<file path="src/rtl/pkt_rr_port_sched.sv">
// Packet-aware round-robin output-port scheduler with wormhole locking.
// Optional starvation monitor enabled by defining PKT_RR_PORT_SCHED_STARVE_MON_EN.
module pkt_rr_port_sched #(
    parameter int N_REQ        = 4,
    parameter int CNT_W        = 5,
    parameter int STARVE_LIMIT = 16
) (
    input  logic             clk,
    input  logic             reset,
    input  logic [N_REQ-1:0] req_valid,
    input  logic [N_REQ-1:0] req_tail,
    output logic [N_REQ-1:0] req_ready,
    output logic             out_valid,
    input  logic             out_ready,
    output logic [N_REQ-1:0] out_sel,
    output logic             out_tail,
    output logic             busy,
    output logic [N_REQ-1:0] starve
);

    localparam int IDX_W = $clog2(N_REQ);

    typedef enum logic {
        IDLE,
        LOCKED
    } state_t;

    state_t           state, state_next;
    logic [IDX_W-1:0] ptr, ptr_next, owner_idx;
    logic [N_REQ-1:0] owner, owner_next;
    logic [N_REQ-1:0] masked, winner;
    logic             locked;

    // Thermometer mask keeps requesters at or above ptr; fall back to the full set on wrap.
    always_comb begin
        masked = req_valid & ~((N_REQ'(1) << ptr) - N_REQ'(1));
        if (|masked) begin
            winner = masked & (~masked + N_REQ'(1));
        end else begin
            winner = req_valid & (~req_valid + N_REQ'(1));
        end
    end

    always_comb begin
        owner_idx = '0;
        for (int i = 0; i < N_REQ; i++) begin
            if (owner[i]) begin
                owner_idx = IDX_W'(i);
            end
        end
    end

    assign locked = (state == LOCKED);

    always_comb begin
        out_sel   = locked ? owner : '0;
        busy      = locked;
        out_valid = locked & |(req_valid & owner);
        out_tail  = locked & |(req_valid & req_tail & owner);
        req_ready = (locked && out_ready) ? owner : '0;
    end

    always_comb begin
        state_next = state;
        owner_next = owner;
        ptr_next   = ptr;
        case (state)
            IDLE: begin
                if (|req_valid) begin
                    owner_next = winner;
                    state_next = LOCKED;
                end
            end
            LOCKED: begin
                if (out_valid && out_ready && out_tail) begin
                    state_next = IDLE;
                    owner_next = '0;
                    ptr_next   = (owner_idx == IDX_W'(N_REQ - 1)) ? '0 : owner_idx + IDX_W'(1);
                end
            end
            default: begin
                state_next = IDLE;
                owner_next = '0;
            end
        endcase
    end

    always_ff @(posedge clk or negedge reset) begin
        if (!reset) begin
            state <= IDLE;
            owner <= '0;
            ptr   <= '0;
        end else begin
            state <= state_next;
            owner <= owner_next;
            ptr   <= ptr_next;
        end
    end

`ifdef PKT_RR_PORT_SCHED_STARVE_MON_EN
    logic [CNT_W-1:0] cnt [N_REQ];

    // Saturating wait counters; owner is only non-zero while locked.
    always_ff @(posedge clk or negedge reset) begin
        if (!reset) begin
            for (int i = 0; i < N_REQ; i++) begin
                cnt[i] <= '0;
            end
        end else begin
            for (int i = 0; i < N_REQ; i++) begin
                if (!req_valid[i] || owner[i]) begin
                    cnt[i] <= '0;
                end else if (cnt[i] != {CNT_W{1'b1}}) begin
                    cnt[i] <= cnt[i] + CNT_W'(1);
                end
            end
        end
    end

    always_comb begin
        for (int i = 0; i < N_REQ; i++) begin
            starve[i] = (cnt[i] >= CNT_W'(STARVE_LIMIT));
        end
    end
`else
    assign starve = '0;
`endif

endmodule
</file>
<file path="config.mk">
export PLATFORM = sky130hd
export DESIGN_NAME = pkt_rr_port_sched
export DESIGN_NICKNAME = d
export VERILOG_FILES = /design/src/rtl/pkt_rr_port_sched.sv
export SDC_FILE = /design/constraint.sdc
export NUM_CORES = 1
export LEC_CHECK = 0
export BUFFER_PORTS_ARGS = -buffer_cell sky130_fd_sc_hd__buf_2
export CAP_MARGIN = 15
export CORE_MARGIN = 5
export CORE_UTILIZATION = 27
export DETAILED_ROUTE_END_ITERATION = 8
export PLACE_DENSITY_LB_ADDON = 0.08
export SLEW_MARGIN = 20
export SYNTH_ARGS = -nofsm -noshare
export SYNTH_HDL_FRONTEND = slang
export SYNTH_SLANG_ARGS = --single-unit
</file>
<file path="constraint.sdc">
create_clock -name clk -period 1.35 [get_ports clk]
set_input_delay 0.135 -clock clk [delete_from_list [all_inputs] [get_ports clk]]
set_output_delay 0.135 -clock clk [all_outputs]
set_load 0.05 [all_outputs]
</file>
* After elaboration in Yosys (flattened, before gate mapping)
Index checks and enable logic that the tools add are counted.
** Word-level totals
- Flip-flop bits (word level) :: 7
- Input bits :: 11
- Output and inout port bits :: 15
- Logic and storage cells :: 45
** Cells by class
- $add $sub $neg :: 4
- Equality and inequality tests :: 3
- Shift operators :: 1
- Mux-type cells :: 13
- Bitwise gates (word level) :: 12
- Reductions and logical operators :: 9
** Operators with widths (count)
- 4-bit bitwise AND :: 6
- 4-bit 2-to-1 mux :: 5
- 4-bit OR reduction :: 4
- 4-bit inverter :: 3
- 4-bit by 1-bit adder with 4-bit output (second input constant) :: 2
- 4-bit one-hot mux with 2 select lines :: 1
- 2-bit 2-to-1 mux :: 3
- 2-bit AND reduction :: 2
- 1-bit by 2-bit left shift with 4-bit output (first input constant) :: 1
- 4-bit by 1-bit subtractor with 4-bit output (second input constant) :: 1
- 1-bit logical AND :: 3
- 1-bit 2-to-1 mux :: 3
- 2-bit by 1-bit adder with 2-bit output (second input constant) :: 1
- 1-bit bitwise AND :: 2
- 2-bit equality test (second input constant) :: 1
- 2-bit by 1-bit inequality test with 1-bit output (second input constant) :: 1
- 2-bit inequality test (second input constant) :: 1
- 1-bit one-hot mux with 2 select lines :: 1
- 1-bit inverter :: 1

* Depth between registers and ports, before layout
- Word-level depth :: 10
- Gate-level depth with buffers :: 4

* Least setup slack after synthesis
No wires, ideal clock.
- Path type :: register to output
- Start :: register state (netlist: busy)
- End :: output out_valid
- Arrival :: 1.679 ns
- Required time :: 1.215 ns
- Path slack :: -0.464 ns
- Cell stages (with the launch flop) :: 3
- Path buffers :: 0
- Path through :: dfrtp_1 > inv_1 > a21oi_1
** On the way
- Cells in the longest elaborated chain, start to end :: 1
** Ends and longest elaborated chain
- start: declaration :: RTL line 28 : state_t state, state_next;
- start signal: assignment :: RTL line 94 : state <= state_next;
- 1-bit bitwise AND :: RTL line 58 : out_valid = locked & |(req_valid & owner);
- end: declaration :: RTL line 13 : output logic out_valid,
No other way between the ends.

* Worst setup path in the final report
- Start :: register owner[1]
- End :: register owner[0]
** On the way
- Cells in the longest elaborated chain, start to end :: 7
** Ends and longest elaborated chain
- start: declaration :: RTL line 30 : logic [N_REQ-1:0] owner, owner_next;
- start signal: assignment :: RTL line 95 : owner <= owner_next;
- 4-bit bitwise AND :: RTL line 58
- 4-bit OR reduction :: RTL line 58
- 1-bit bitwise AND :: RTL line 58
- 1-bit logical AND :: RTL line 75 : if (out_valid && out_ready && out_tail) begin
- 1-bit logical AND * :: RTL line 75
- 2-bit by 1-bit inequality test with 1-bit output (no line) *
- 2-bit AND reduction (no line) *
Mark *: on every way between the ends. The rest lies on a longest branch, timed or not.
A chain may end at the register's enable or synchronous reset.

==> metrics.cfg <==
[global_routing]
track_usage_pct = 12.51
grt_overflow = 0
grt_pass1_vias = 656
antenna_found_initial = 0
grt_max_degree = 9
grt_first_pass_wirelength_um = 3063

[timing]
rsz0062_at_grt = yes
setup_viol_count_final = 3
setup_slack_ns = -0.01467
tightest_slew_ns = 0.5131
finClkSkew_ns = 0.003613
fmax_ghz = 0.7328
maxSlewHeadroom_pct = 65.42
min_period_ns = 1.365
hold_violations = 0
slew_violations = 0
period_share_pct = 101.1

[placement]
numPortBuffers = 21
place_area_um2 = 782.0
dpl.hpwl_um = 1389
gp_congestion = 0.7167
pre_cts_ws_ns = 0.02342

[detailed_routing]
vias_per_cell = 5.048
drtAntennaViolNets = 0
drtIter0Drc = 8
drcViolationCount = 0
wire_per_inst_um = 14.97
detail_route.first_pass.iterations = 4
num_vias = 636
finalWirelength_um = 1886

[setup_path]
critPathMaxStageDelay_ns = 0.39
crit_slowest_cell = dfrtp_1
worst_setup_path_start_kind = flop
crit_buf_inv = 2
crit_chain = nand3_1 > nand4_2 > buf_6 > nand4_4 > buf_12 > a32o_2
crit_required_ns = 1.49
arrival_ns = 1.51
reg2reg_from = owner[1]
cp_max_fo = 5
worstSetupEndpointType = flop
critPathLaunch = owner[1]
ff2ff_setup_slack_ns = -0.01
rr_worst_depth = 6
crit_type = reg2reg
cp_top_family = flip-flops
worst_r2r_endpoint = owner[0]

[final_layout]
final_area_um2 = 967.2
post-route-util_pct = 48.80
diodes = 0
nets = 111
drive_gt1_share_pct = 67.68
area_growth_pct = 69.89

[logic_synthesis]
synthCells = 61
ys_warn_count = 0
yosys.area_share.simple_pct = 28.13
synth_xor_area_share_pct = 0
async_reset_ff_share_pct = 100.0
synth-main-ff-cell = dfrtp_1
ys_seq_area_share_pct = 30.77
synth_top_family_by_area = compound AO/OA/AOI/OAI gates
ys_types = 33
synth_edf_count = 0
synth_area_per_cell_um2 = 9.333
synth_seq_cells = 7
synth_compound_area_share_pct = 28.13
syn_area_um2 = 569.3
synth.area.mux_share_pct = 4.396
synth-adder-area-share_pct = 0

[clocking]
clockRootBuffer = clkbuf_4
clkTransAtPathRegs_ns = 0.06
htreeDepth = 1
cts_sinks = 7
cts_tree = built
clock_path_buffers = 2
cts_buffers = 3
clk_latency_ns = 0.26

[die]
ios = 26
coreArea_um2 = 1982
die_y_um = 55.92
start_util_pct = 28.72
die-width_um = 55.92
row_count = 16
dieArea_um2 = 3127

[job]
drv_cap = 0

[power_and_ir_drop]
p_sw_uw = 990.9
powerDensity_nw_per_um2 = 2120
pwr-share-clk_pct = 9.7
p_int_mw = 1.060
p_leak_nw = 0.4609
comb_power_share_pct = 69.7
switching_share_pct = 48.32
seqPwrFrac_pct = 20.7
peakVddDrop_uv = 896.9

[run_status]
status = finished, violations left
violations = setup timing

[hold_path]
hold_class = in2async

## kinds of logic (layout without fill, tap and decap cells)
family	after synthesis	count (layout)
other	1	4
muxes	2	2
buffers and inverters	8	43
and+or+nand+nor	23	23
DFF	7	7
AOI/OAI and AO/OA	20	20
## worst max path at each step
stage,slack [ns],cells after the start,to
after floorplan,0.02,4,ptr[0]
after global placement,-0.02,4,owner[3]
after detailed placement,0.02,4,owner[3]
after CTS,-0.001,6,owner[0]
after global routing,-0.06,4,out_valid
final,-0.01,6,owner[0]
## layout by cell type, fill, tap and decap left out, types with 2 or more instances in the layout
cell type / n
buf_8: 2
o21ai_0: 2
a21oi_1: 3
conb_1: 4
and2_2: 3
buf_2: 12
nor2b_1: 3
buf_4: 9
and3_2: 5
dfrtp_2: 3
a22oi_2: 2
nand3_1: 3
buf_6: 11
a32o_2: 2
clkbuf_4: 3
dfrtp_1: 4
## stage by stage
step                hold WS, ns  total power, mW  cells  setup TNS, ns
detailed placement     -0.01814            1.563    116              0
finish                   0.2410            2.051    126       -0.02355
global route             0.2476            2.168    126        -0.2969
global placement       -0.01624            1.580    116       -0.01776
CTS                      0.2398            1.951    126      -0.001024
floorplan               -0.1606            1.219     64              0
## Yosys cell counts (2+ instances only)
master   count  share of area [%]
nand3_1      4                3.5
and3_1       4                4.4
inv_1        3                2.0
o21ai_0      2                1.8
a22oi_1      2                2.6
and2_1       4                4.4
dfrtp_1      7                 31
buf_4        4                5.3
a21oi_1      4                3.5
a32o_2       2                4.0
nor2b_1      3                3.3
## power groups by stage
stage | Clock (mW) | Combinational (mW) | Sequential, mW
after floorplan | 0 | 0.797 | 0.422
after global placement | 0 | 1.17 | 0.412
after detailed placement | 0 | 1.15 | 0.409
after CTS | 0.205 | 1.34 | 0.404
after global routing | 0.223 | 1.51 | 0.435
final | 0.199 | 1.43 | 0.423
## routing by layer
metal / up-vias / part of all wire (%) / GRT usage [%]
met2: 22 / 48 / 20.78
met3: 5 / 6.9 / 3.480
li1: 300 / - / -
met4: 0 / 2.3 / 7.797
met1: 309 / 43 / 14.01
met5: - / 0 / 0
## registers in the layout (all words and copies together) (netlist names)
register  count
ptr           2
owner         4
busy          1
## timing repair
action / 4_1_cts / 5_1_grt
endpoints found under the hold margin: 7 / 0
buffers inserted: 5 / 1
pin swaps: 6 / 0
hold buffers: 1 / 0
resized for setup: 19 / 16
endpoints found under the setup margin: 9 / 15
## area by class of cell
cell class / count / area, µm²
timing repair buffer: 36 / 311.5
multi-input combinational: 49 / 402.9
fill: 196 / 1015
inverter: 3 / 13.76
tap: 27 / 33.78
clock buffer: 4 / 26.28
sequential: 7 / 178.9
Note: power is estimated with default switching activity, not from simulation.
